--- src/rtl/norm_shift_ctrl_pkg.sv ---
// Shared FP normalisation definitions: FSM encoding, shift direction constants
// and default single/double precision widths.
package norm_shift_ctrl_pkg;

  typedef enum logic [1:0] {
    IDLE,
    SCAN,
    ADJUST,
    DONE
  } state_t;

  localparam logic SHIFT_LEFT  = 1'b1;
  localparam logic SHIFT_RIGHT = 1'b0;

  localparam int SP_SW = 26;
  localparam int SP_EW = 8;
  localparam int DP_SW = 55;
  localparam int DP_EW = 11;

  // Number of CW-bit windows needed to cover the SW-1 bits below the carry.
  function automatic int num_windows(input int sw, input int cw);
    return (sw - 1 + cw - 1) / cw;
  endfunction

endpackage

--- src/rtl/norm_shift_ctrl_if.sv ---
// Request/result bundle between the FP adder and the normalisation control.
interface norm_shift_ctrl_if
  import norm_shift_ctrl_pkg::*;
#(
  parameter int SW = SP_SW,
  parameter int EW = SP_EW
);

  logic          start_i;
  logic [SW-1:0] Add_Subt_result_i;
  logic [EW-1:0] exp_i;
  logic          ready_o;
  logic          valid_o;
  logic          load_o;
  logic [EW-1:0] Shift_Value_o;
  logic          FSM_left_right_o;
  logic [EW-1:0] exp_o;
  logic          zero_o;
  logic          underflow_o;
  logic          overflow_o;

  modport master (
    output start_i, Add_Subt_result_i, exp_i,
    input  ready_o, valid_o, load_o, Shift_Value_o, FSM_left_right_o,
    input  exp_o, zero_o, underflow_o, overflow_o
  );

  modport slave (
    input  start_i, Add_Subt_result_i, exp_i,
    output ready_o, valid_o, load_o, Shift_Value_o, FSM_left_right_o,
    output exp_o, zero_o, underflow_o, overflow_o
  );

endinterface

--- src/rtl/norm_shift_ctrl_lod_window.sv ---
// Combinational leading-one detector over a W-bit window; idx counts from the MSB.
module lod_window #(
  parameter int W  = 4,
  parameter int IW = (W > 1) ? $clog2(W) : 1
) (
  input  logic [W-1:0]  win,
  output logic          found,
  output logic [IW-1:0] idx
);

  // Scan LSB to MSB so the highest set bit is the last one written.
  always_comb begin
    found = |win;
    idx   = '0;
    for (int unsigned i = 0; i < W; i++) begin
      if (win[i]) idx = IW'(W - 1 - i);
    end
  end

endmodule

--- src/rtl/norm_shift_ctrl.sv ---
// Normalisation control ahead of the barrel shifter: leading-one scan, shift
// amount/direction and exponent correction. NORM_DENORM_EN selects denormal output.
module norm_shift_ctrl
  import norm_shift_ctrl_pkg::*;
#(
  parameter int SW = SP_SW,
  parameter int EW = SP_EW,
  parameter int CW = 4
) (
  input logic             clk,
  input logic             rst,
  norm_shift_ctrl_if.slave bus
);

  localparam int NWIN = num_windows(SW, CW);
  localparam int CNTW = (NWIN > 1) ? $clog2(NWIN) : 1;
  localparam int IW   = (CW > 1) ? $clog2(CW) : 1;

  state_t          state_q, state_d;
  logic [SW-2:0]   data_q;
  logic [EW-1:0]   exp_q;
  logic [EW-1:0]   lz_q;
  logic [CNTW-1:0] win_q;
  logic            right_q;
  logic            zero_q;

  logic            found;
  logic [IW-1:0]   idx;
  logic            last_win;

  logic [EW-1:0]   adj_shift;
  logic            adj_dir;
  logic [EW-1:0]   adj_exp;
  logic            adj_zero;
  logic            adj_uf;
  logic            adj_of;
  logic [EW:0]     exp_inc;

  // The scan register is shifted left each empty window, so the detector always
  // looks at the top CW bits and zero fill covers a partial last window.
  lod_window #(.W(CW), .IW(IW)) u_lod (
    .win   (data_q[SW-2 -: CW]),
    .found (found),
    .idx   (idx)
  );

  assign last_win = (win_q == CNTW'(NWIN - 1));

  always_ff @(posedge clk or negedge rst) begin
    if (!rst) state_q <= IDLE;
    else      state_q <= state_d;
  end

  always_comb begin
    state_d = state_q;
    unique case (state_q)
      IDLE:    if (bus.start_i) state_d = bus.Add_Subt_result_i[SW-1] ? ADJUST : SCAN;
      SCAN:    if (found || last_win) state_d = ADJUST;
      ADJUST:  state_d = DONE;
      DONE:    state_d = IDLE;
      default: state_d = IDLE;
    endcase
  end

  assign bus.ready_o = (state_q == IDLE);
  assign bus.valid_o = (state_q == DONE);
  assign bus.load_o  = (state_q == DONE);

  always_comb begin
    adj_shift = '0;
    adj_dir   = SHIFT_RIGHT;
    adj_exp   = '0;
    adj_zero  = 1'b0;
    adj_uf    = 1'b0;
    adj_of    = 1'b0;
    exp_inc   = {1'b0, exp_q} + (EW+1)'(1);
    if (right_q) begin
      adj_shift = EW'(1);
      if (exp_inc >= {1'b0, {EW{1'b1}}}) begin
        adj_of  = 1'b1;
        adj_exp = '1;
      end else begin
        adj_exp = exp_inc[EW-1:0];
      end
    end else if (zero_q) begin
      adj_zero = 1'b1;
    end else if (lz_q >= exp_q) begin
      adj_uf  = 1'b1;
      adj_dir = SHIFT_LEFT;
`ifdef NORM_DENORM_EN
      adj_shift = (exp_q == '0) ? '0 : exp_q - EW'(1);
`else
      adj_zero  = 1'b1;
`endif
    end else begin
      adj_shift = lz_q;
      adj_dir   = SHIFT_LEFT;
      adj_exp   = exp_q - lz_q;
    end
  end

  always_ff @(posedge clk or negedge rst) begin
    if (!rst) begin
      data_q               <= '0;
      exp_q                <= '0;
      lz_q                 <= '0;
      win_q                <= '0;
      right_q              <= 1'b0;
      zero_q               <= 1'b0;
      bus.Shift_Value_o    <= '0;
      bus.FSM_left_right_o <= 1'b0;
      bus.exp_o            <= '0;
      bus.zero_o           <= 1'b0;
      bus.underflow_o      <= 1'b0;
      bus.overflow_o       <= 1'b0;
    end else begin
      unique case (state_q)
        IDLE: begin
          if (bus.start_i) begin
            data_q  <= bus.Add_Subt_result_i[SW-2:0];
            exp_q   <= bus.exp_i;
            lz_q    <= '0;
            win_q   <= '0;
            right_q <= bus.Add_Subt_result_i[SW-1];
            zero_q  <= 1'b0;
          end
        end
        SCAN: begin
          if (found) begin
            lz_q <= lz_q + EW'(idx);
          end else begin
            lz_q   <= lz_q + EW'(CW);
            data_q <= data_q << CW;
            win_q  <= win_q + CNTW'(1);
            if (last_win) zero_q <= 1'b1;
          end
        end
        ADJUST: begin
          bus.Shift_Value_o    <= adj_shift;
          bus.FSM_left_right_o <= adj_dir;
          bus.exp_o            <= adj_exp;
          bus.zero_o           <= adj_zero;
          bus.underflow_o      <= adj_uf;
          bus.overflow_o       <= adj_of;
        end
        default: ;
      endcase
    end
  end

endmodule

--- src/flat_wrapper.sv ---
// flat-port wrapper written by rule: the top's interface ports become plain ports
module norm_shift_ctrl_flat import norm_shift_ctrl_pkg::*;
#(
  parameter int SW = SP_SW,
  parameter int EW = SP_EW,
  parameter int CW = 4
)
  (clk, rst, bus_start_i, bus_Add_Subt_result_i, bus_exp_i, bus_ready_o, bus_valid_o, bus_load_o, bus_Shift_Value_o, bus_FSM_left_right_o, bus_exp_o, bus_zero_o, bus_underflow_o, bus_overflow_o);
  norm_shift_ctrl_if #(.SW(SW), .EW(EW)) bus_i ();
  input logic clk;
  input logic rst;
  input wire logic [$bits(bus_i.start_i)-1:0] bus_start_i;
  input wire logic [$bits(bus_i.Add_Subt_result_i)-1:0] bus_Add_Subt_result_i;
  input wire logic [$bits(bus_i.exp_i)-1:0] bus_exp_i;
  output wire logic [$bits(bus_i.ready_o)-1:0] bus_ready_o;
  output wire logic [$bits(bus_i.valid_o)-1:0] bus_valid_o;
  output wire logic [$bits(bus_i.load_o)-1:0] bus_load_o;
  output wire logic [$bits(bus_i.Shift_Value_o)-1:0] bus_Shift_Value_o;
  output wire logic [$bits(bus_i.FSM_left_right_o)-1:0] bus_FSM_left_right_o;
  output wire logic [$bits(bus_i.exp_o)-1:0] bus_exp_o;
  output wire logic [$bits(bus_i.zero_o)-1:0] bus_zero_o;
  output wire logic [$bits(bus_i.underflow_o)-1:0] bus_underflow_o;
  output wire logic [$bits(bus_i.overflow_o)-1:0] bus_overflow_o;
  assign bus_i.start_i = bus_start_i;
  assign bus_i.Add_Subt_result_i = bus_Add_Subt_result_i;
  assign bus_i.exp_i = bus_exp_i;
  assign bus_ready_o = bus_i.ready_o;
  assign bus_valid_o = bus_i.valid_o;
  assign bus_load_o = bus_i.load_o;
  assign bus_Shift_Value_o = bus_i.Shift_Value_o;
  assign bus_FSM_left_right_o = bus_i.FSM_left_right_o;
  assign bus_exp_o = bus_i.exp_o;
  assign bus_zero_o = bus_i.zero_o;
  assign bus_underflow_o = bus_i.underflow_o;
  assign bus_overflow_o = bus_i.overflow_o;
  norm_shift_ctrl #(.SW(SW), .EW(EW), .CW(CW)) u_core (.clk(clk), .rst(rst), .bus(bus_i));
endmodule
--- config.mk ---
export PLATFORM = sky130hd
export DESIGN_NAME = norm_shift_ctrl_flat
export DESIGN_NICKNAME = d
export VERILOG_FILES = /design/src/rtl/norm_shift_ctrl_pkg.sv /design/src/rtl/norm_shift_ctrl_if.sv /design/src/rtl/norm_shift_ctrl_lod_window.sv /design/src/rtl/norm_shift_ctrl.sv /design/src/flat_wrapper.sv
export SDC_FILE = /design/constraint.sdc
export NUM_CORES = 1
export LEC_CHECK = 0
export CAP_MARGIN = 15
export CORE_MARGIN = 3
export CORE_UTILIZATION = 45
export CTS_BUF_LIST = sky130_fd_sc_hd__clkbuf_8 sky130_fd_sc_hd__clkbuf_16
export CTS_CLUSTER_DIAMETER = 120
export DETAILED_ROUTE_END_ITERATION = 10
export PLACE_DENSITY = 0.69
export REMOVE_ABC_BUFFERS = 1
export SLEW_MARGIN = 20
export SYNTH_ARGS = -nofsm -noshare
export SYNTH_HDL_FRONTEND = slang
export SYNTH_SLANG_ARGS = --single-unit
--- constraint.sdc ---
create_clock -name clk -period 7.1 [get_ports clk]
set_input_delay 2.13 -clock clk [delete_from_list [all_inputs] [get_ports clk]]
set_output_delay 2.13 -clock clk [all_outputs]
set_load 0.05 [all_outputs]
== After elaboration in Yosys (flattened, before gate mapping) ==
Index checks and enable logic that the tools add are counted.

* Register bits after elaboration: 68
* Latch bits: 0
* Memory bits (writable): 0
* ROM bits: 0
* Input bits: 37
* Memories kept: 0

* Add/subtract/negate cells: 5
* Multipliers: 0
* Div/mod/pow operators: 0
* $lt $le $gt $ge: 2
* Eq/ne operators: 8
* Shifts and indexed selects: 0
* Multiplexer cells: 37
* Bitwise logic cells: 0
* Reduce and logical (&&, ||, !) cells: 9

{| class="wikitable"
|+ Operators by type and width
! kind !! count
|-
| 8-bit 2-to-1 mux || 9
|-
| 25-bit 2-to-1 mux || 2
|-
| 25-bit one-hot mux with 2 select lines || 1
|-
| 8-bit one-hot mux with 2 select lines || 1
|-
| 2-bit 2-to-1 mux || 7
|-
| 1-bit 2-to-1 mux || 12
|-
| 8-bit by 1-bit adder with 9-bit output, second input constant || 1
|-
| 9-bit by 8-bit greater-or-equal comparator with 1-bit output, second input constant || 1
|-
| 8-bit by 2-bit adder with 8-bit output || 1
|-
| 8-bit by 3-bit adder with 8-bit output, second input constant || 1
|-
| 8-bit greater-or-equal comparator || 1
|-
| 2-bit one-hot mux with 4 select lines || 1
|-
| 8-bit subtractor || 1
|-
| 3-bit 2-to-1 mux || 2
|-
| 3-bit one-hot mux with 2 select lines || 1
|-
| 2-bit AND reduction || 3
|-
| 2-bit == test, second input constant || 2
|-
| 2-bit by 1-bit inequality test with 1-bit output, second input constant || 2
|-
| 2-bit inequality test, second input constant || 2
|-
| 4-bit AND reduction || 1
|-
| 4-bit OR reduction || 1
|-
| 3-bit by 1-bit adder with 3-bit output, second input constant || 1
|-
| 3-bit == test, second input constant || 1
|-
| 3-bit AND reduction || 1
|-
| 5 further kinds || 5
|}

== Logic depth before layout (Yosys ltp) ==
* Depth in word-level cells: 7
* Depth in mapped cells: 11

== Modules after synthesis ==
From an unflattened synthesis, not the netlist that was laid out.

* Cell total of the unflattened synthesis: 373
* Area, all modules: 3764.9 um2

{| class="wikitable"
|+ By module, submodules not included
! module !! times used !! cells each !! area each (um2) !! seq. area each (um2)
|-
| norm_shift_ctrl || 1 || 366 || 3729.8 || 1701.6
|-
| lod_window || 1 || 7 || 35.0 || 0.0
|}

== Worst setup path after synthesis ==
Ideal clock, no wire load.

* Kind: input -> register
* From: in bus_start_i
* To: reg u_core.data_q[21]
* Library setup time: 83 ps
* Data arrival time: 3209 ps
* Data required time: 7017 ps
* Setup slack: 3808 ps
* Stages: 6
* Cell sequence: mux2i_1 a21o_1 buf_6 buf_2 nand2_1 o21ai_0

* Cells in the longest elaborated chain, start to end: 2

{| class="wikitable"
|+ RTL lines
! what !! RTL line !! source
|-
| from (decl) || flat_wrapper.sv:12 || <nowiki>input wire logic [$bits(bus_i.start_i)-1:0] bus_start_i;</nowiki>
|-
| 2-bit inequality test (no source line) || -- ||
|-
| 3-bit AND reduction (no source line) || -- ||
|-
| to (signal assigned) || norm_shift_ctrl.sv:120 || <nowiki>data_q <= bus.Add_Subt_result_i[SW-2:0];</nowiki>
|-
| to (signal assigned) || norm_shift_ctrl.sv:133 || <nowiki>data_q <= data_q << CW;</nowiki>
|-
| to (decl) || norm_shift_ctrl.sv:20 || <nowiki>logic [SW-2:0] data_q;</nowiki>
|}

No other way between the ends.
A chain may end at the register's enable or synchronous reset.

== Final worst setup path ==
* From: reg u_core.state_q[0]
* To: out bus_ready_o

* Cells in the longest elaborated chain, start to end: 1

{| class="wikitable"
|+ RTL lines
! what !! RTL line !! source
|-
| from (decl) || norm_shift_ctrl.sv:19 || <nowiki>state_t state_q, state_d;</nowiki>
|-
| from (signal assigned) || norm_shift_ctrl.sv:51 || <nowiki>else state_q <= state_d;</nowiki>
|-
| 2-bit logical NOT || norm_shift_ctrl.sv:65 || <nowiki>assign bus.ready_o = (state_q == IDLE);</nowiki>
|-
| to (decl) || flat_wrapper.sv:15 || <nowiki>output wire logic [$bits(bus_i.ready_o)-1:0] bus_ready_o;</nowiki>
|}

No other way between the ends.

==> flow_summary.ini <==
[run_status]
status = completed

[power_and_ir_drop]
p_leak_nw = 1.99
peakVddDrop_v = 0.000282
finalPower_mw = 2.23
power_density_nw_per_um2 = 482

[synth]
syn-instance-count = 372
synth_compound_area_share_pct = 17.6
synthAdderAreaFrac_pct = 7.39
synth_edf_count = 0
synth_top_family_by_area = compound AO/OA/AOI/OAI gates
synth_simple_gate_area_share_pct = 12.0
yosysWarnings = 0
synth_mux_area_share_pct = 10.2
synth-seq-area-share_pct = 45.3
synthXorXnorAreaFrac_pct = 2.33
avgSynthCellArea_sq_um = 10.1
ys_seq_elements = 68
synth_top_flop_cell = dfrtp_1
netlist_area_sq_um = 3760
synth_cell_types = 54
ys_async_sr_fraction_pct = 100

[timing]
worst_slew_pin_slew_ns = 0.896
finalWorstSetupSlack_ns = 2.88
finClkSkew_ns = 0.0101
fin_setup_tns_ns = 0
hold_violations = 0
period_share_pct = 59.4
hold_slack_ns = 0.484
rsz0062_at_grt = false
setup_viol = 0
relSlewSlack_pct = 38.6
clock.fmax_ghz = 0.237
slew_viol_final = 0
fin_crit_ns = 4.22

[global_routing]
first_global_vias = 2885
grt.overflow.total = 0
grt_util_all_layers_pct = 17.8
antenna_found_initial = 0
grt_max_degree = 69
grt_first_pass_wirelength_microns = 13900

[setup_path]
crit_arrival_ns = 2.09
cp-end-kind = primary output
slowest_stage = clkdlybuf4s50_1
startpoint = u_core.state_q[0]
timing.rr.start = u_core.state_q[1]
crit_chain = inv_1 > ha_1 > clkdlybuf4s50_1
crit_required_ns = 4.97
start_kind = register
path_max_fanout = 7
slowest_delay_ns = 0.88
path_class = reg2out

[place]
port_buffers = 59
hpwl_microns = 5750
placed_area_sq_um = 4380
place_ws_ns = 2.67
place_inst = 517
place_congestion = 0.852

[route]
drt-initial-drc-count = 149
drt_wl_total_microns = 8150
vias = 2915
drc = 0
antenna_left = 0
routedWlPerCell_microns = 15.3
wl_met1_microns = 3770
drt_first_pass_iters = 4
met2_length_microns = 3770
dr_wl_met3_microns = 463
routed.top_layer = met4
viasPerCell = 5.47

[final_layout]
fin_nets = 484
utilization_pct = 58.4
syn2layout_area_growth_pct = 23.3
drive_gt1_share_pct = 8.82
num_antenna_cells = 0
final_cell_area_sq_um = 4630
final_cells = 533

[die]
initial_core_util_pct = 47.4
die_area_sq_um = 9480
rows = 32
die_w_microns = 97.4
fp.dieH_microns = 97.4
core_area_sq_um = 7930
ios = 60

[cts]
ctsHoldBuffers = 0
clkSinkCount = 68
clk-insertion-delay-late_ns = 0.35
htree_levels = 3
cts.repair.resized = 0
clkTransAtPathRegs_ns = 0.07
cts-root-buf = clkbuf_8
cts_tree = built
clock_path_buffers = 2
cts_buffers = 9
post_cts_buffers = 0

[min_path]
hp-class = reg2reg
hold_path_startpoint = u_core.data_q[17]

[run]
maxCapViolations = 0
[final timing paths]
path | to | slack (ns) | cells after the start
min | u_core.data_q[17] | 0.48 | 2
max reg2reg | u_core.win_q[2] | 4.22 | 7
min reg2reg | u_core.data_q[17] | 0.48 | 2
max in group asynchronous | u_core.bus.FSM_left_right_o | 4.57 | 2
max | bus_ready_o | 2.88 | 3
min in group asynchronous | u_core.exp_q[7] | 1.95 | 2
[cells in the final DEF (no fill, tap or decap), drive strengths merged, types with 2 or more instances in the layout]
cell type	instances
a2111oi	2
a21o	2
a21oi	15
a22o	17
a31o	2
a31oi	4
and3	3
buf	3
bufinv	3
clkbuf	11
clkdlybuf4s50	58
dfrtp	68
fa	2
ha	19
inv	24
mux2	11
mux2i	26
nand2	40
nand3	10
nand4	5
nor2	23
nor2b	4
nor3	3
o211ai	3
o21a	4
o21ai	35
o32ai	2
or3	3
or4	2
xnor2	7
xor2	3
[cells by family after synthesis]
group / after synthesis
AOI/OAI and AO/OA: 98
xor gates and xnor gates: 10
and+or+nand+nor: 97
DFF: 68
muxes: 37
adders and majority gates: 21
buffers and inverters: 41
[sequential cells by signal, summed over array words and instances, names as in the netlist]
register and count:
u_core.bus.zero_o 1, u_core.zero_q 1, u_core.bus.FSM_left_right_o 1, u_core.bus.Shift_Value_o 8
u_core.data_q 25, u_core.bus.exp_o 8, u_core.right_q 1, u_core.bus.overflow_o 1
u_core.bus.underflow_o 1, u_core.lz_q 8, u_core.exp_q 8, u_core.state_q 2
u_core.win_q 3
[worst max-delay path, delay by kind of cell (launching register included)]
kind | cells | cell delay, ns
fa+ha+maj | 1 | 0.34
flops | 1 | 0.41
buf+inv | 2 | 0.99
[synth_stat cells, types with 4 or more instances]
cell	number	area, sq um
inv_1	23	86.3
mux2_2	11	124
xnor2_1	7	61.3
o21a_1	4	30.0
o21ai_0	33	165
dfrtp_1	68	1700
ha_1	19	238
a31oi_1	4	25.0
nand4_1	5	31.3
nor2_1	22	82.6
nand3_1	10	50.1
a22o_1	16	140
nand2_1	40	150
clkbuf_1	10	37.5
mux2i_1	26	260
a21oi_1	15	75.1
nor2b_1	4	25.0
[cell type report]
type	instances	area, sq um
fillers	705	3300
multi-input cells	263	1870
well taps	102	128
clock buffers	11	151
repair buffers	61	601
inverters	23	86.3
clock inverters	5	98.8
flip-flops and latches	68	1700
[routing by layer]
layer	GRT usage, %	vias to the layer above
li1	-	1435
met1	24.5	1384
met2	27.0	81
met3	4.16	15
met4	7.67	0
met5	0	-
[power breakdown]
group / switching (mW) / internal, mW / total [mW]
clock: 0.149 / 0.251 / 0.399
combinational: 0.680 / 0.461 / 1.14
sequential: 0.150 / 0.543 / 0.693
Power figures use the tool's default switching activity.
